===== config.mk =====
export PLATFORM = sky130hd
export DESIGN_NAME = dmem_arbiter
export DESIGN_NICKNAME = d
export VERILOG_FILES = /design/src/rtl/dmem_arbiter.sv
export SDC_FILE = /design/constraint.sdc
export NUM_CORES = 1
export LEC_CHECK = 0
export CAP_MARGIN = 30
export CORE_AREA = 2 2 123 125
export CTS_CLUSTER_SIZE = 12
export DETAILED_ROUTE_END_ITERATION = 10
export DIE_AREA = 0 0 125 127
export HOLD_SLACK_MARGIN = 0.02
export SETUP_SLACK_MARGIN = 0.2
export SYNTH_ARGS = -nofsm -noshare
export SYNTH_HDL_FRONTEND = slang
export SYNTH_SLANG_ARGS = --single-unit

===== constraint.sdc =====
create_clock -name i_clk -period 2.75 [get_ports i_clk]
set_clock_uncertainty 0.15 [all_clocks]
set_input_delay 0.55 -clock i_clk [delete_from_list [all_inputs] [get_ports i_clk]]
set_output_delay 0.55 -clock i_clk [all_outputs]
set_load 0.02 [all_outputs]

===== src/rtl/dmem_arbiter.sv =====
// dmem_arbiter: shares RAM data port 2 between the core (C, fixed priority) and a DMA master
// (D, aging override and bounded locked bursts); read data returns one cycle after its grant.
module dmem_arbiter #(
   parameter int MAX_WAIT   = 4,
   parameter int BURST_MAX  = 8,
   localparam int WAIT_W    = $clog2(MAX_WAIT + 1),
   localparam int BURST_W   = $clog2(BURST_MAX + 1)
) (
   input  logic               i_clk,
   input  logic               i_rst,
   // core port
   input  logic               i_c_req,
   input  logic [31:0]        i_c_addr,
   input  logic [31:0]        i_c_w_data,
   input  logic [3:0]         i_c_we,
   output logic               o_c_gnt,
   output logic               o_c_r_valid,
   output logic [31:0]        o_c_r_data,
   // DMA port
   input  logic               i_d_req,
   input  logic               i_d_lock,
   input  logic [31:0]        i_d_addr,
   input  logic [31:0]        i_d_w_data,
   input  logic [3:0]         i_d_we,
   output logic               o_d_gnt,
   output logic               o_d_r_valid,
   output logic [31:0]        o_d_r_data,
   // RAM port 2
   output logic [31:0]        o_m_addr,
   output logic [31:0]        o_m_w_data,
   output logic [3:0]         o_m_we,
   input  logic [31:0]        i_m_r_data,
   // debug view of internal state (0 = ARB, 1 = D_BURST)
   output logic               o_dbg_state,
   output logic [WAIT_W-1:0]  o_dbg_d_wait,
   output logic [BURST_W-1:0] o_dbg_burst_cnt
);

   // Handshake: a requester raises req with addr/w_data/we stable and keeps them until gnt;
   // gnt is combinational and marks the cycle in which the transfer reaches the RAM edge.

   typedef enum logic {
      ST_ARB     = 1'b0,
      ST_D_BURST = 1'b1
   } state_t;

   state_t               r_state;
   state_t               w_state_nxt;
   logic [WAIT_W-1:0]    r_d_wait;
   logic [WAIT_W-1:0]    w_d_wait_nxt;
   logic [BURST_W-1:0]   r_burst_cnt;
   logic [BURST_W-1:0]   w_burst_nxt;
   logic [BURST_W-1:0]   w_burst_inc;
   logic                 w_burst_exit;
   logic                 r_rd_pend;
   logic                 r_rd_owner;
   logic                 w_c_gnt;
   logic                 w_d_gnt;
   logic                 w_rd_issue;

   assign w_burst_inc = r_burst_cnt + BURST_W'(1);

   // Grant selection
   always_comb begin
      w_c_gnt = 1'b0;
      w_d_gnt = 1'b0;
      if (!i_rst) begin
         if (r_state == ST_D_BURST) begin
            w_d_gnt = i_d_req;
         end else if (i_c_req && i_d_req) begin
            if (r_d_wait == WAIT_W'(MAX_WAIT)) w_d_gnt = 1'b1;
            else                               w_c_gnt = 1'b1;
         end else begin
            w_c_gnt = i_c_req;
            w_d_gnt = i_d_req;
         end
      end
   end

   // Burst exit fires on the grant that reaches BURST_MAX, so C gets the very next slot.
   always_comb begin
      w_state_nxt  = r_state;
      w_burst_nxt  = r_burst_cnt;
      w_burst_exit = 1'b0;
      case (r_state)
         ST_ARB: begin
            w_burst_nxt = '0;
            if (w_d_gnt && i_d_lock && (BURST_MAX > 1)) begin
               w_state_nxt = ST_D_BURST;
               w_burst_nxt = BURST_W'(1);
            end
         end
         ST_D_BURST: begin
            if (w_d_gnt) w_burst_nxt = w_burst_inc;
            if (!i_d_lock || !i_d_req || (w_burst_inc == BURST_W'(BURST_MAX))) begin
               w_burst_exit = 1'b1;
               w_state_nxt  = ST_ARB;
               w_burst_nxt  = '0;
            end
         end
         default: begin
            w_state_nxt = ST_ARB;
            w_burst_nxt = '0;
         end
      endcase
   end

   always_comb begin
      w_d_wait_nxt = r_d_wait;
      if (w_d_gnt || !i_d_req || w_burst_exit) begin
         w_d_wait_nxt = '0;
      end else if (r_d_wait != WAIT_W'(MAX_WAIT)) begin
         w_d_wait_nxt = r_d_wait + WAIT_W'(1);
      end
   end

   assign w_rd_issue = (w_c_gnt && (i_c_we == 4'h0)) || (w_d_gnt && (i_d_we == 4'h0));

   always_ff @(posedge i_clk) begin
      if (i_rst) begin
         r_state     <= ST_ARB;
         r_d_wait    <= '0;
         r_burst_cnt <= '0;
         r_rd_pend   <= 1'b0;
         r_rd_owner  <= 1'b0;
      end else begin
         r_state     <= w_state_nxt;
         r_d_wait    <= w_d_wait_nxt;
         r_burst_cnt <= w_burst_nxt;
         r_rd_pend   <= w_rd_issue;
         r_rd_owner  <= w_d_gnt;
      end
   end

   // With no grant the C fields still drive addr/data so the RAM sees a stable, harmless read.
   always_comb begin
      o_m_addr   = i_c_addr;
      o_m_w_data = i_c_w_data;
      o_m_we     = 4'h0;
      if (w_d_gnt) begin
         o_m_addr   = i_d_addr;
         o_m_w_data = i_d_w_data;
         o_m_we     = i_d_we;
      end else if (w_c_gnt) begin
         o_m_we     = i_c_we;
      end
   end

   assign o_c_gnt         = w_c_gnt;
   assign o_d_gnt         = w_d_gnt;
   assign o_c_r_valid     = r_rd_pend && !r_rd_owner && !i_rst;
   assign o_d_r_valid     = r_rd_pend &&  r_rd_owner && !i_rst;
   assign o_c_r_data      = i_m_r_data;
   assign o_d_r_data      = i_m_r_data;
   assign o_dbg_state     = r_state;
   assign o_dbg_d_wait    = r_d_wait;
   assign o_dbg_burst_cnt = r_burst_cnt;

endmodule

==> impl_metrics.json <==
{
  "drcViolationCount": 0,
  "insertion_delay_ps": 230,
  "finalCritPeriodShare_pct": 98.0,
  "hold_path.class": "reg2reg",
  "syn_avg_cell_area_um2": 11.1,
  "p_per_area_nw_per_um2": 248,
  "numCtsBuffers": 3,
  "fin_crit_ps": 2700,
  "cts.path.max_buffers": 2,
  "setup_violations": 0,
  "grt_pass1_wl_um": 13600,
  "clock-sinks": 10,
  "crit_arrival_ps": 2000,
  "rsz0062_at_grt": "true",
  "routed_wl_um": 9570,
  "synth-seq-area-share_pct": 9.35,
  "track_usage_pct": 10.9,
  "synthCells": 193,
  "antenna_found_initial": 0,
  "start_util_pct": 14.9,
  "synth_ff_type": "dfxtp_1",
  "finalPower_uw": 1140,
  "dieHeight_um": 127,
  "final_common_cell": "clkdlybuf4s50_1",
  "first_global_vias": 2176,
  "dieArea_um2": 15900,
  "start_kind": "flop",
  "cp_top_family": "buffers and inverters",
  "synth_area_leaders": "mux2_4, buf_4, dfxtp_1, buf_12, ha_1",
  "drive_gt1_share_pct": 48.5,
  "final_cell_mix": "clkdlybuf4s50_1, buf_6, mux2_4",
  "die_w_um": 125,
  "synth_edf_count": 0,
  "hold_violations": 0,
  "routedWlPerCell_um": 17.1,
  "pin_count": 317,
  "fp-row-count": 44,
  "coreArea_um2": 14400,
  "fill_cells": 1456,
  "final_core_utilization_pct": 32.0,
  "syn_nets": 370,
  "worst_ep_required_time_ps": 2050,
  "drt-pass1-iter-count": 4,
  "n_antenna_cell": 0,
  "path_cells": "inv_2 -> ha_4 -> and2_4 -> o21a_4 -> buf_12 -> buf_6 -> buf_16 -> mux2_4 -> buf_6",
  "postRouteAntennaNets": 0,
  "drv_cap": 0,
  "max_slew.worst_pin.slew_ps": 329,
  "maxSlewViolCount": 0,
  "ir_drop_mv": 0.152,
  "final_nets": 556,
  "worstPathBufferInverterCount": 5,
  "h-tree-depth": 1,
  "slowest_stage": "dfxtp_2",
  "dpl.cell_count": 542,
  "setup_tns_ps": 0,
  "hold_buffers": 0,
  "slowest_delay_ps": 330,
  "synth_cell_types": 32,
  "status": "completed",
  "path_clk_slew_ps": 40,
  "viasPerCell": 3.76,
  "io_buffers": 220,
  "synth_largest_area_cell": "mux2_4",
  "critPathKind": "reg2out",
  "synth_top_area_share_pct": 44.2,
  "yosysWarnings": 0,
  "cp_common_cell": "buf_6",
  "vias": 2110,
  "finalWeightedCongestion": 0.823,
  "fmax_ghz": 0.371,
  "area_growth_pct": 116,
  "path_max_fanout": 8,
  "stdcell_count": 561,
  "ys_ff_latch": 10,
  "clock-root-buffer": "clkbuf_16",
  "overflow": 0,
  "hpwlAfterDp_um": 7590,
  "p_leak_uw": 0.00196,
  "grt_max_degree": 9,
  "relSlewSlack_pct": 77.9,
  "syn_area_um2": 2140,
  "cts_tree": "yes",
  "worstSetupEndpointType": "primary output",
  "ys_async_sr_fraction_pct": 0,
  "drtIter0Drc": 67
}
==> layout make-up <==
cell class                      instances  area, um2  area share [%]
Tap cell                              184        230            4.99
Multi-Input combinational cell        108       1320            28.7
Clock buffer                            3       75.1            1.63
Sequential cell                        10        203            4.39
Inverter                                3       11.3           0.244
Timing Repair Buffer                  253       2780            60.1
==> where the power goes <==
part	switching, uW	internal, uW	total [uW]
Clock	62.6	188	251
Sequential	2.29	149	151
Combinational	261	482	743
Total	326	819	1140
==> sequential cells by signal, indices dropped and copies added, names as in the netlist <==
register,flops
r_rd_owner,1
o_dbg_d_wait,3
o_dbg_burst_cnt,4
r_rd_pend,1
o_dbg_state,1
==> stage by stage <==
stage,worst slack (ps),hold WS (ps),instance area [um2]
finish,54.6,394,4620
global route,4.38,437,4620
CTS,25.4,369,4520
detailed placement,-580,370,4150
global placement,-584,357,4150
floorplan,282,369,2140
==> metal layers <==
metal	GRT usage [%]	share of wire (%)
met1	13.5	41
met2	19.0	50
met3	3.69	8.9
met4	1.44	0.39
met5	0	0
==> path summary, 6_finish.rpt <==
| kind | startpoint | endpoint | slack [ps] | cells past startpoint |
|---|---|---|---|---|
| min | o_dbg_d_wait[2]$_SDFFE_PP0P_ | o_dbg_d_wait[2]$_SDFFE_PP0P_ | 390 | 2 |
| max reg2reg | o_dbg_d_wait[0]$_SDFFE_PP0P_ | o_dbg_state$_SDFF_PP0_ | 1000 | 8 |
| max | o_dbg_d_wait[0]$_SDFFE_PP0P_ | o_m_addr[28] | 50 | 9 |
| min reg2reg | o_dbg_d_wait[2]$_SDFFE_PP0P_ | o_dbg_d_wait[2]$_SDFFE_PP0P_ | 390 | 2 |
==> worst register-to-register path: stages (launching register included) <==
cell       delay, ps
dfxtp_2          330
inv_2             40
ha_4             150
and2_4           160
o21a_4           240
buf_12           140
buf_16           140
buf_4            150
o2bb2ai_1        120
==> cells by family after synthesis <==
kind of cell	count (synthesis)	share of synthesized area, %
muxes	64	44.7
DFF	10	9.35
xor gates and xnor gates	2	0.818
AOI/OAI and AO/OA	13	5.26
and+or+nand+nor	25	7.77
adders and majority gates	4	2.34
buffers and inverters	75	29.8
==> cells in the mapped netlist, drive strengths merged, types with 3 or more instances <==
cell type,n
buf,72
mux2,64
a22o,4
nor3,3
inv,3
dfxtp,10
nor2,4
ha,4
==> what timing repair did <==
item                       4_1_cts  5_1_grt
pin swaps                        2        4
setup endpoints to repair       72       66
resized for setup              419       24
setup buffers                    8        3
gates cloned                     5        0
Power figures use the tool's default switching activity.
